[src/rtl/controller_fsm_br.sv]
// Instruction-sequencing FSM for the simple RISC CPU: fetch, decode, ALU,
// load/store, moves, conditional branches, BL/BX/BLX and an illegal-opcode trap.
// Outputs are a pure decode of the state register (Moore).
module controller_fsm_br #(
    parameter int MEM_LAT = 1,   // fixed memory latency in cycles (1..15)
    parameter int USE_RDY = 0,   // 1: memory states end on mem_rdy
    parameter int SW      = 5    // state register width (>=5)
) (
    input  logic       clk,
    input  logic       reset,
    input  logic [2:0] opcode,
    input  logic [1:0] op,
    input  logic [2:0] cond,
    input  logic       Z,
    input  logic       N,
    input  logic       V,
    input  logic       mem_rdy,
    output logic [3:0] vsel,
    output logic [2:0] nsel,
    output logic       write,
    output logic       loada,
    output logic       loadb,
    output logic       loadc,
    output logic       loads,
    output logic       asel,
    output logic       bsel,
    output logic       load_pc,
    output logic       reset_pc,
    output logic       addr_sel,
    output logic       load_ir,
    output logic       load_addr,
    output logic [1:0] pc_sel,
    output logic [1:0] mem_cmd,
    output logic       halted,
    output logic       illegal
);

    typedef enum logic [SW-1:0] {
        RST, IF1, IF2, UPD_PC, DECODE,
        GET_A, GET_B, ALU, CMP, WB,
        ADDR, ADDR_LD, MEM_RD, LD_WB, ST_GB, ST_C, MEM_WR,
        MOV_IMM, MOVR1, MOVR2, MOVR3,
        BR_EVAL, BR_TAKE, BL_LINK, BL_JMP, BX_GET, BX_C, BX_JMP,
        HALT
    } state_e;

    localparam logic [1:0] MNONE  = 2'b00;
    localparam logic [1:0] MREAD  = 2'b01;
    localparam logic [1:0] MWRITE = 2'b11;

    state_e     state_q, state_d;
    logic [3:0] wait_q, wait_d;
    logic       illegal_q, illegal_d;
    logic       mem_done;
    logic       in_mem;
    logic       br_taken;

    // A memory state is finished either by the latency count or by the handshake.
    assign mem_done = (USE_RDY != 0) ? mem_rdy : (wait_q == 4'(MEM_LAT - 1));
    assign in_mem   = (state_q == IF1) || (state_q == MEM_RD) || (state_q == MEM_WR);

    // Branch condition decode; cond 101-111 are reserved and never taken.
    always_comb begin
        br_taken = 1'b0;
        case (cond)
            3'b000:  br_taken = 1'b1;
            3'b001:  br_taken = Z;
            3'b010:  br_taken = ~Z;
            3'b011:  br_taken = N ^ V;
            3'b100:  br_taken = (N ^ V) | Z;
            default: br_taken = 1'b0;
        endcase
    end

    // Next-state logic, sticky illegal flag and the memory wait counter.
    always_comb begin
        state_d   = state_q;
        illegal_d = illegal_q;
        case (state_q)
            RST:     state_d = IF1;
            IF1:     if (mem_done) state_d = IF2;
            IF2:     state_d = UPD_PC;
            UPD_PC:  state_d = DECODE;
            DECODE: begin
                case (opcode)
                    3'b101, 3'b011, 3'b100: state_d = GET_A;
                    3'b001: state_d = BR_EVAL;
                    3'b111: state_d = HALT;
                    3'b110: begin
                        if (op == 2'b10)      state_d = MOV_IMM;
                        else if (op == 2'b00) state_d = MOVR1;
                        else begin
                            state_d   = HALT;
                            illegal_d = 1'b1;
                        end
                    end
                    3'b010: begin
                        if (op[1])            state_d = BL_LINK;  // BL (11) and BLX (10)
                        else if (op == 2'b00) state_d = BX_GET;
                        else begin
                            state_d   = HALT;
                            illegal_d = 1'b1;
                        end
                    end
                    default: begin
                        state_d   = HALT;
                        illegal_d = 1'b1;
                    end
                endcase
            end
            // GET_A is shared: ALU ops read Rm next, LDR/STR form the address.
            GET_A:   state_d = (opcode == 3'b101) ? GET_B : ADDR;
            GET_B:   state_d = (op == 2'b01) ? CMP : ALU;
            ALU:     state_d = WB;
            WB:      state_d = IF1;
            CMP:     state_d = IF1;
            ADDR:    state_d = ADDR_LD;
            ADDR_LD: state_d = (opcode == 3'b100) ? ST_GB : MEM_RD;
            MEM_RD:  if (mem_done) state_d = LD_WB;
            LD_WB:   state_d = IF1;
            ST_GB:   state_d = ST_C;
            ST_C:    state_d = MEM_WR;
            MEM_WR:  if (mem_done) state_d = IF1;
            MOV_IMM: state_d = IF1;
            MOVR1:   state_d = MOVR2;
            MOVR2:   state_d = MOVR3;
            MOVR3:   state_d = IF1;
            BR_EVAL: state_d = br_taken ? BR_TAKE : IF1;
            BR_TAKE: state_d = IF1;
            BL_LINK: state_d = BL_JMP;
            // R7 is already linked here, so BLX R7 reads the fresh link value.
            BL_JMP: begin
                if (op == 2'b11)      state_d = BR_TAKE;
                else if (op == 2'b10) state_d = BX_GET;
                else                  state_d = IF1;
            end
            BX_GET:  state_d = BX_C;
            BX_C:    state_d = BX_JMP;
            BX_JMP:  state_d = IF1;
            HALT:    state_d = HALT;
            default: state_d = RST;   // unreachable encodings recover via RST
        endcase
        // Counter restarts on every entry and only advances while a memory state waits.
        wait_d = (in_mem && (state_d == state_q)) ? wait_q + 4'd1 : 4'd0;
    end

    // State, wait counter and illegal flag; reset aborts any instruction at once.
    always_ff @(posedge clk or posedge reset) begin
        if (reset) begin
            state_q   <= RST;
            wait_q    <= 4'd0;
            illegal_q <= 1'b0;
        end else begin
            state_q   <= state_d;
            wait_q    <= wait_d;
            illegal_q <= illegal_d;
        end
    end

    assign illegal = illegal_q;

    // Moore output decode; anything not named in a state stays 0.
    always_comb begin
        vsel      = 4'b0000;
        nsel      = 3'b000;
        write     = 1'b0;
        loada     = 1'b0;
        loadb     = 1'b0;
        loadc     = 1'b0;
        loads     = 1'b0;
        asel      = 1'b0;
        bsel      = 1'b0;
        load_pc   = 1'b0;
        reset_pc  = 1'b0;
        addr_sel  = 1'b0;
        load_ir   = 1'b0;
        load_addr = 1'b0;
        pc_sel    = 2'b00;
        mem_cmd   = MNONE;
        halted    = 1'b0;
        case (state_q)
            RST:     begin reset_pc = 1'b1; load_pc = 1'b1; end
            IF1:     begin addr_sel = 1'b1; mem_cmd = MREAD; end
            IF2:     begin addr_sel = 1'b1; mem_cmd = MREAD; load_ir = 1'b1; end
            UPD_PC:  begin load_pc = 1'b1; pc_sel = 2'b00; end
            GET_A:   begin nsel = 3'b100; loada = 1'b1; end
            GET_B:   begin nsel = 3'b001; loadb = 1'b1; end
            ALU:     begin loadc = 1'b1; loads = 1'b1; end
            CMP:     loads = 1'b1;
            WB:      begin write = 1'b1; vsel = 4'b0001; nsel = 3'b010; end
            ADDR:    begin bsel = 1'b1; loadc = 1'b1; end
            ADDR_LD: load_addr = 1'b1;
            MEM_RD:  mem_cmd = MREAD;
            LD_WB:   begin mem_cmd = MREAD; write = 1'b1; vsel = 4'b1000; nsel = 3'b010; end
            ST_GB:   begin nsel = 3'b010; loadb = 1'b1; end
            ST_C:    begin asel = 1'b1; loadc = 1'b1; end
            MEM_WR:  mem_cmd = MWRITE;
            MOV_IMM: begin write = 1'b1; vsel = 4'b0100; nsel = 3'b100; end
            MOVR1:   begin nsel = 3'b001; loadb = 1'b1; end
            MOVR2:   begin asel = 1'b1; loadc = 1'b1; end
            MOVR3:   begin write = 1'b1; vsel = 4'b0001; nsel = 3'b010; end
            BR_TAKE: begin load_pc = 1'b1; pc_sel = 2'b01; end
            BL_LINK: begin write = 1'b1; vsel = 4'b0010; nsel = 3'b100; end
            BX_GET:  begin nsel = 3'b010; loadb = 1'b1; end
            BX_C:    begin asel = 1'b1; loadc = 1'b1; end
            BX_JMP:  begin load_pc = 1'b1; pc_sel = 2'b10; end
            HALT:    halted = 1'b1;
            default: ;
        endcase
    end

endmodule

[config.mk]
export PLATFORM = sky130hd
export DESIGN_NAME = controller_fsm_br
export DESIGN_NICKNAME = d
export VERILOG_FILES = /design/src/rtl/controller_fsm_br.sv
export SDC_FILE = /design/constraint.sdc
export NUM_CORES = 1
export LEC_CHECK = 0
export CAP_MARGIN = 15
export CORE_MARGIN = 5
export CORE_UTILIZATION = 49
export CTS_CLUSTER_DIAMETER = 80
export CTS_CLUSTER_SIZE = 10
export DETAILED_ROUTE_END_ITERATION = 6
export GPL_TIMING_DRIVEN = 0
export PLACE_DENSITY = 0.84
export SYNTH_ARGS = -nofsm -noshare
export SYNTH_HDL_FRONTEND = slang
export SYNTH_SLANG_ARGS = --single-unit
[constraint.sdc]
create_clock -name clk -period 2.6 [get_ports clk]
set_input_delay 0.26 -clock clk [delete_from_list [all_inputs] [get_ports clk]]
set_output_delay 0.26 -clock clk [all_outputs]
set_load 0.05 [all_outputs]
==> out/qor.yml <==
ys.flop_type: "dfrtp_1"
p_comb_frac: 0.855
grt_pass1_vias: 1612
grt_usage: 0.225
synth_edf_count: 0
use_met3: 0.0256
endpoint: "bsel"
root_buffer: "clkbuf_4"
stdcell_count: 284
use_met2: 0.367
viasPerCell: 6.13
netlist.top_cell.by_area: "dfrtp_1"
startpoint: "state_q[3]"
ant_nets: 0
wl_um: 4530
syn_area_per_cell_um2: 7.06
dpl.cell_count: 282
yosysTopAreaCellShare: 0.167
core_area_um2: 3000
r2r-end: "wait_q[0]"
overflow: 0
place_area_um2: 1910
worstSetupEndpointType: "primary output"
die_h_um: 65.3
synthesis.area_um2: 1500
power_density_nw_per_um2: 1240
pre_cts_ws_ps: -368
dr.first_iter.drc_count: 184
path_cells: "buf_4 -> clkbuf_1 -> clkbuf_2 -> nand2_1 -> nor2_1 -> clkdlybuf4s15_1"
grt_pass1_wl_um: 7670
fin_crit_sh: 0.942
hold_viol_final: 0
rr_startpoint: "wait_q[0]"
r2r_cells: 8
post-route-min-period_ps: 2450
rows: 20
die_area_um2: 4260
cp_slowest_cell: "clkdlybuf4s15_1"
post_drt_wl_per_cell_um: 16.0
yosys_warnings: 0
syn_inst: 212
async_flop_share: 1.00
p_clk_frac: 0.042
start_kind: "flop"
slew_violations: 0
required_ps: 2340
hold_path_class: "in -> async"
antenna_cells: 0
power_leakage_nw: 0.815
crit_type: "reg -> out"
busiest_layer: "met2"
cp_max_fo: 10
ir_drop_mv: 0.396
cts_buffer_depth: 2
dp.final_hpwl_um: 3550
worst_pin_slew_ps: 629
drive_above_1_share: 0.175
seqPwrFrac: 0.103
final_area_um2: 1890
clock_sinks: 10
first_pass_iters: 4
ys_ff_latch: 10
clock_latency_ps: 250
synth_nets: 228
antenna_found_initial: 0
io_pins: 39
final_nets: 269
cts_inserted_buffers: 3
intPower_mw: 0.930
chipWidth_um: 65.3
skew_ps: 2.20
final.setup.tns_ps: 0
maxCapViolations: 0
cpPeakStageDelay_ps: 500
hold_buffers: 0
max_freq_mhz: 408
slew-limit-headroom: 0.577
rsz0062_at_grt: "false"
layout_commonest_cell: "nor2_1"
grt_max_degree: 11
setup_viol: 0
clkTransAtPathRegs_ps: 60
utilization: 0.628
htreeDepth: 1
gp_congestion: 0.967
cts_tree: "done"
drcViolationCount: 0
status: "complete, no violations"
port_buffers: 37
cp.arrival_ps: 2190
switching_share: 0.602
p_sw_mw: 1.40
reg2reg_slack_ps: 200
synth_area_leaders: "dfrtp_1, nor2_1, nand2_1"
grt_util_met1: 0.322
ys_seq_area_frac: 0.167
setup_slack_ps: 150
start_util: 0.499
mostFrequentLayoutCells: "nor2_1, nand2_1, clkdlybuf4s50_1"
synth_cell_types: 65
areaGrowthSynthToFinish_pct: 26.0
via_count: 1741
critical path, delay by kind of cell, from the launching register on:
family                 cells  cell delay (ps)
flip-flops                 1              320
buffers and inverters      4             1290
AND/OR/NAND/NOR            2              330
cells by family (layout without fill, tap and decap cells):
kind of cell	count (synthesis)	after routing	share of synthesized area
flops	10	10	0.167
mux	3	3	0.0209
buf+inv	25	64	0.0919
simple gates	103	103	0.368
xor+xnor	5	5	0.0292
fa+ha+maj	2	2	0.0167
compound gates	64	64	0.306
sequential cells by signal (all words and copies together), names as in the netlist:
signal / flops
state_q: 5
wait_q: 4
illegal: 1
power by group through the flow:
stage | Sequential [mW] | Combinational [mW] | Clock, mW
6_report | 0.241 | 2.00 | 0.0970
5_1_grt | 0.248 | 2.15 | 0.109
4_1_cts | 0.242 | 1.99 | 0.104
3_5_place_dp | 0.244 | 2.04 | 0
3_3_place_gp | 0.241 | 2.04 | 0
2_1_floorplan | 0.265 | 1.49 | 0
synthesized netlist by cell type (2+ instances only):
cell,number
nor2_1,32
nand2_1,21
a21oi_1,13
o21ai_0,12
dfrtp_1,10
nand2b_1,8
clkbuf_1,7
inv_1,7
a211oi_1,6
nor3_1,5
a31oi_1,4
nand3b_1,4
xnor2_1,4
and2_1,3
buf_2,3
buf_6,3
nand3_1,3
nor2b_1,3
nor3b_1,3
o22ai_1,3
o2bb2ai_1,3
or2_2,3
a211o_1,2
a21o_1,2
a32oi_1,2
buf_1,2
buf_4,2
ha_1,2
mux2i_1,2
o211ai_1,2
or4_1,2
per-layer routing:
layer | vias to the layer above | part of all wire
met1 | 794 | 0.46
met5 | - | 0
met4 | 0 | 0.021
li1 | 854 | -
met2 | 83 | 0.44
met3 | 10 | 0.078
how the worst min path moves through the flow:
stage / startpoint / endpoint / cells after the start
after detailed placement: illegal / illegal / 1
final: reset / wait_q[2] / 2
after global placement: illegal / illegal / 1
after CTS: reset / illegal / 2
after global routing: reset / state_q[3] / 2
after floorplan: reset / illegal / 1
cell type report:
cell class                 instances  area [um2]
fill                             299        1120
timing repair buffer              37         323
inverter                           7        26.3
multi-input combinational        177        1110
clock buffer                       3        22.5
tap                               33        41.3
sequential                        10         250
buffer                            17         114
repair_timing:
| item | 4_1_cts | 5_1_grt |
|---|---|---|
| setup buffers | 0 | 0 |
| endpoints found under the setup margin | 20 | 17 |
| gates resized for setup | 30 | 25 |
| hold endpoints to repair | 0 | 0 |
per-stage QoR:
step / hold WS (ps) / total power [mW]
finish: 276 / 2.33
global route: 325 / 2.50
CTS: 280 / 2.33
detailed placement: 453 / 2.29
global placement: 457 / 2.28
floorplan: 100 / 1.75
No activity file was read; power rests on OpenSTA's default activity.
==> edit 1: new RTL, same flow settings <==
`USE_RDY`: 0 -> 1.
--- a/src/rtl/controller_fsm_br.sv
+++ b/src/rtl/controller_fsm_br.sv
@@ -3,7 +3,7 @@
 // Outputs are a pure decode of the state register (Moore).
 module controller_fsm_br #(
     parameter int MEM_LAT = 1,   // fixed memory latency in cycles (1..15)
-    parameter int USE_RDY = 0,   // 1: memory states end on mem_rdy
+    parameter int USE_RDY = 1,   // 1: memory states end on mem_rdy
     parameter int SW      = 5    // state register width (>=5)
 ) (
     input  logic       clk,
Function: changed (a bounded check fails within 4 cycles, from zero or initial values and one cycle with reset high).
==> edit 1 against the unedited design <==
  * Worst setup slack got worse by 0.058 ns
  * Sequential power decreased by 27%
  * Sequential cell count shrank 4
  * Critical endpoint is now mem_cmd[1]
  * Wire length up 2.1%
  * Power down 11%
  * Synthesized area fell by 16%
  * Highest routed layer unchanged
  * Cell area decreased by 12%
==> edit 1: results (changes against the unedited design) <==
[final_layout]
layout-drive-gt1-share_pct = 12.6  ; -4.9 points
fin_nets = 246  ; -8.6%
clock_cell_area_share_pct = 1.36  ; +0.17 points
syn_to_final_growth_pct = 31.7
multi_input_gates = 159  ; -10%
fillCellCount = 221  ; -26%
n_sequential_cell = 6  ; -4
buffers = 55  ; +1.9%
seq_share_pct = 9.09  ; -4.2 points

[synth]
synth_area_leaders = dfrtp_1 (12%), nor2_1 (8.4%), a21oi_1 (6.4%)
synth_cell_types = 51  ; -22%
synthAdderAreaFrac_pct = 0  ; -1.7 points
synthTopCellsByCount = nor2_1 (28), a21oi_1 (16), nand2_1 (16), nor3_1 (15), buf_2 (11)
synth_mux_area_share_pct = 0.798  ; -1.3 points
ys_seq_area_share_pct = 12.0  ; -4.7 points
synth.avg_cell_area_um2 = 6.50  ; -8.0%

[pwr]
vdd_ir_drop_max_v = 0.000874  ; +120%
cellLeakagePower_nw = 0.810  ; -0.62%

[grt]
track_usage_pct = 26.2  ; +3.7 points
grt_pass1_vias = 1558  ; -3.3%
grt_util_met1_pct = 35.0  ; +2.8 points
grt_use_met2_pct = 42.7  ; +6.1 points

[drt]
detail_route.wirelength.met1_um = 1780  ; -14%
routed-via-count = 1711  ; -1.7%
drt_first_iter_violations = 177  ; -3.8%
wl_per_cell_um = 17.8  ; +11%
met2_wirelength_um = 2180  ; +8.5%

[setup_path]
slowest_delay_ns = 0.81  ; +0.31 ns
worst_path_max_delay_cell = clkdlybuf4s50_1

[placed_design]
gp_congestion = 0.944  ; -2.4%
placedInstanceArea_um2 = 1630  ; -15%
dpl.hpwl_um = 3510  ; -1.2%
dp_slack_ns = 0.103  ; +0.471 ns
io_buffers = 34  ; -8.1%

[timing]
fin_skew_ns = 0.00235  ; +0.000152 ns
worstMarginPinSlew_ns = 0.528  ; -0.101 ns

[clocking]
cts_resized = 14  ; -53%

[outcome]
outcome = complete, no violations

edit 1: changes by cell type in the layout (fill, tap and decap cells not counted), sizes merged, moves of 4 or more:
cell | unedited run | this run
nor2 | 32 | 28
o21ai | 12 | 5
nor3 | 5 | 16
buf | 10 | 17
dlygate4sd2 | 8 | 12
clkbuf | 19 | 8
nand2 | 21 | 16
nand3b | 4 | 0
dfrtp | 10 | 6
dlymetal6s2s | 2 | 7
edit 1: where the power goes:
group | switching, mW | internal, mW
combinational | 1.23 | 0.583
sequential | 0.0385 | 0.138
clock | 0.0390 | 0.0526
total | 1.30 | 0.774
edit 1: final timing paths:
check / startpoint / endpoint / slack (ns) / depth (start not counted)
max: state_q[4] / mem_cmd[1] / 0.09 / 5
min: reset / state_q[0] / 0.23 / 2
max reg2reg: state_q[3] / state_q[2] / 0.83 / 7
min reg2reg: illegal / illegal / 0.46 / 1
max in group asynchronous: reset / state_q[4] / 2.17 / 2
min in group clk: op[1] / state_q[4] / 0.40 / 3
==> edit 2: new RTL, same settings <==
Without the edit above. Make the reset (`reset`) synchronous in one clocked block.
--- a/src/rtl/controller_fsm_br.sv
+++ b/src/rtl/controller_fsm_br.sv
@@ -145,7 +145,7 @@
     end
 
     // State, wait counter and illegal flag; reset aborts any instruction at once.
-    always_ff @(posedge clk or posedge reset) begin
+    always_ff @(posedge clk) begin
         if (reset) begin
             state_q   <= RST;
             wait_q    <= 4'd0;
Check against the original RTL: differs if reset is asserted again (counterexample within 4 cycles, from zero or initial values and one cycle with reset high); with reset held inactive, the same outputs for 10 cycles.
==> edit 2 against the unedited design <==
  * Largest power group unchanged
  * Die area fell by 4.3%
  * Via count rose by 5.5%
  * Wire length rose by 6.4%
  * Fmax fell by 3.0%
  * Non-clock buffer count fell by 1
  * Sequential cell count did not move
  * First-iteration DRC count fell by 32%
  * Power fell by 37%
  * Global-route usage fell by 0.11 points
  * Register-to-register slack improved by 0.47 ns
  * Synthesized area fell by 5.1%
  * Combinational power fell by 44%
  * Worst setup slack got worse by 0.075 ns
  * Cell area fell by 3.2%
==> edit 2: results (changes against the unedited design) <==
[setup_path]
worstSetupEndpoint = mem_cmd[0]
ff2ff_setup_slack_ns = 0.67  ; +0.47 ns
regToRegEndpoint = wait_q[2]
ff2ff_path_depth = 6  ; -2
worst_path_max_delay_cell = dlygate4sd2_1
crit_arrival_ns = 2.27  ; +0.08 ns
crit_start = state_q[0]
slowest_delay_ns = 0.52  ; +0.02 ns
critical-path-top-delay-family = buffers and inverters

[synth]
synth.avg_cell_area_um2 = 6.46  ; -8.5%
ys_seq_area_share_pct = 14.1  ; -2.6 points
synth_area_leaders = dfxtp_1 (14%), a21oi_1 (7.7%), nor2_1 (7.4%)
ys.flop_type = dfxtp_1
synth_mux_area_share_pct = 2.20  ; +0.11 points
syn-num-nets = 236  ; +3.5%
synth-xor-area-share_pct = 2.46  ; -0.46 points
synthAdderAreaFrac_pct = 1.76  ; +0.090 points
synthTopCellsByCount = nor2_1 (28), a21oi_1 (22), nand2_1 (17), o21ai_0 (13)
ys_warn_count = 0  ; unchanged
synth_cell_types = 52  ; -20%
postSynth.asyncResetShare_pct = 0  ; -100 points
synth_compound_area_share_pct = 31.8  ; +1.2 points

[clocking]
path_clk_slew_ns = 0.07
clock_path_buffers = 2  ; unchanged

[placed_design]
placedInstanceArea_um2 = 1800  ; -6.0%
dp.cells = 284  ; +0.71%
dp_slack_ns = -0.171  ; +0.198 ns
io_buffers = 33  ; -11%
gp_congestion = 0.990  ; +2.4%
dpl.hpwl_um = 3580  ; +0.73%

[timing]
layout_setup_ws_ns = 0.0748  ; -0.0749 ns
timing.hold.ws_ns = 0.352  ; +0.0768 ns
worstMarginPinSlew_ns = 0.586  ; -0.0435 ns
fin_skew_ns = 0.000909  ; -0.00129 ns

[drt]
routed-via-count = 1836  ; +5.5%
drt_first_iter_violations = 125  ; -32%
wl_per_cell_um = 16.8  ; +4.9%
drtPass1Iterations = 5  ; +1
drt-total-wl_um = 4820  ; +6.4%

[final_layout]
fin_nets = 274  ; +1.9%
layout-drive-gt1-share_pct = 12.8  ; -4.7 points
largest_reg_flops = 5  ; unchanged
fillCellCount = 275  ; -8.0%

[grt]
antenna_found_initial = 0  ; unchanged
track_usage_pct = 22.4  ; -0.11 points
grt_pass1_vias = 1638  ; +1.6%
grt_pass1_wl_um = 7710  ; +0.55%

[hold_path]
whs_endpoint = illegal
hp-class = primary input to flip-flop

[pwr]
cellLeakagePower_nw = 0.771  ; -5.4%
vdd_ir_drop_max_v = 0.000984  ; +150%

[outcome]
outcome = complete, no violations

-- edit 2: final cells by class --
| type | instances | area (um2) | share of cell area (%) |
|---|---|---|---|
| multi-input cells | 186 | 1120 | 61.5 |
| repair buffers | 33 | 314 | 17.2 |
| flip-flops and latches | 10 | 200 | 11.0 |
| plain buffers | 20 | 98.8 | 5.41 |
| well taps | 31 | 38.8 | 2.12 |
| clock buffers | 4 | 36.3 | 1.99 |
| inverters | 4 | 15.0 | 0.822 |
-- edit 2: report_power, final --
part           switching [mW]  internal (mW)  total [mW]
logic                   0.759          0.367        1.13
clock network          0.0559         0.0850       0.141
registers              0.0242          0.177       0.201
total                   0.839          0.629        1.47
-- edit 2: per-layer routing --
metal  wire length, um  vias up  GRT usage [%]
li1                  -      873              -
met1              2000      814           31.2
met2              2150      136           34.8
met3               603       13           4.38
met4                71        0           6.49
met5                 0        -              0
-- edit 2: repair_timing --
action	in CTS	in global routing
setup endpoints to repair	19	10
buffers inserted	0	0
gates resized for setup	26	14
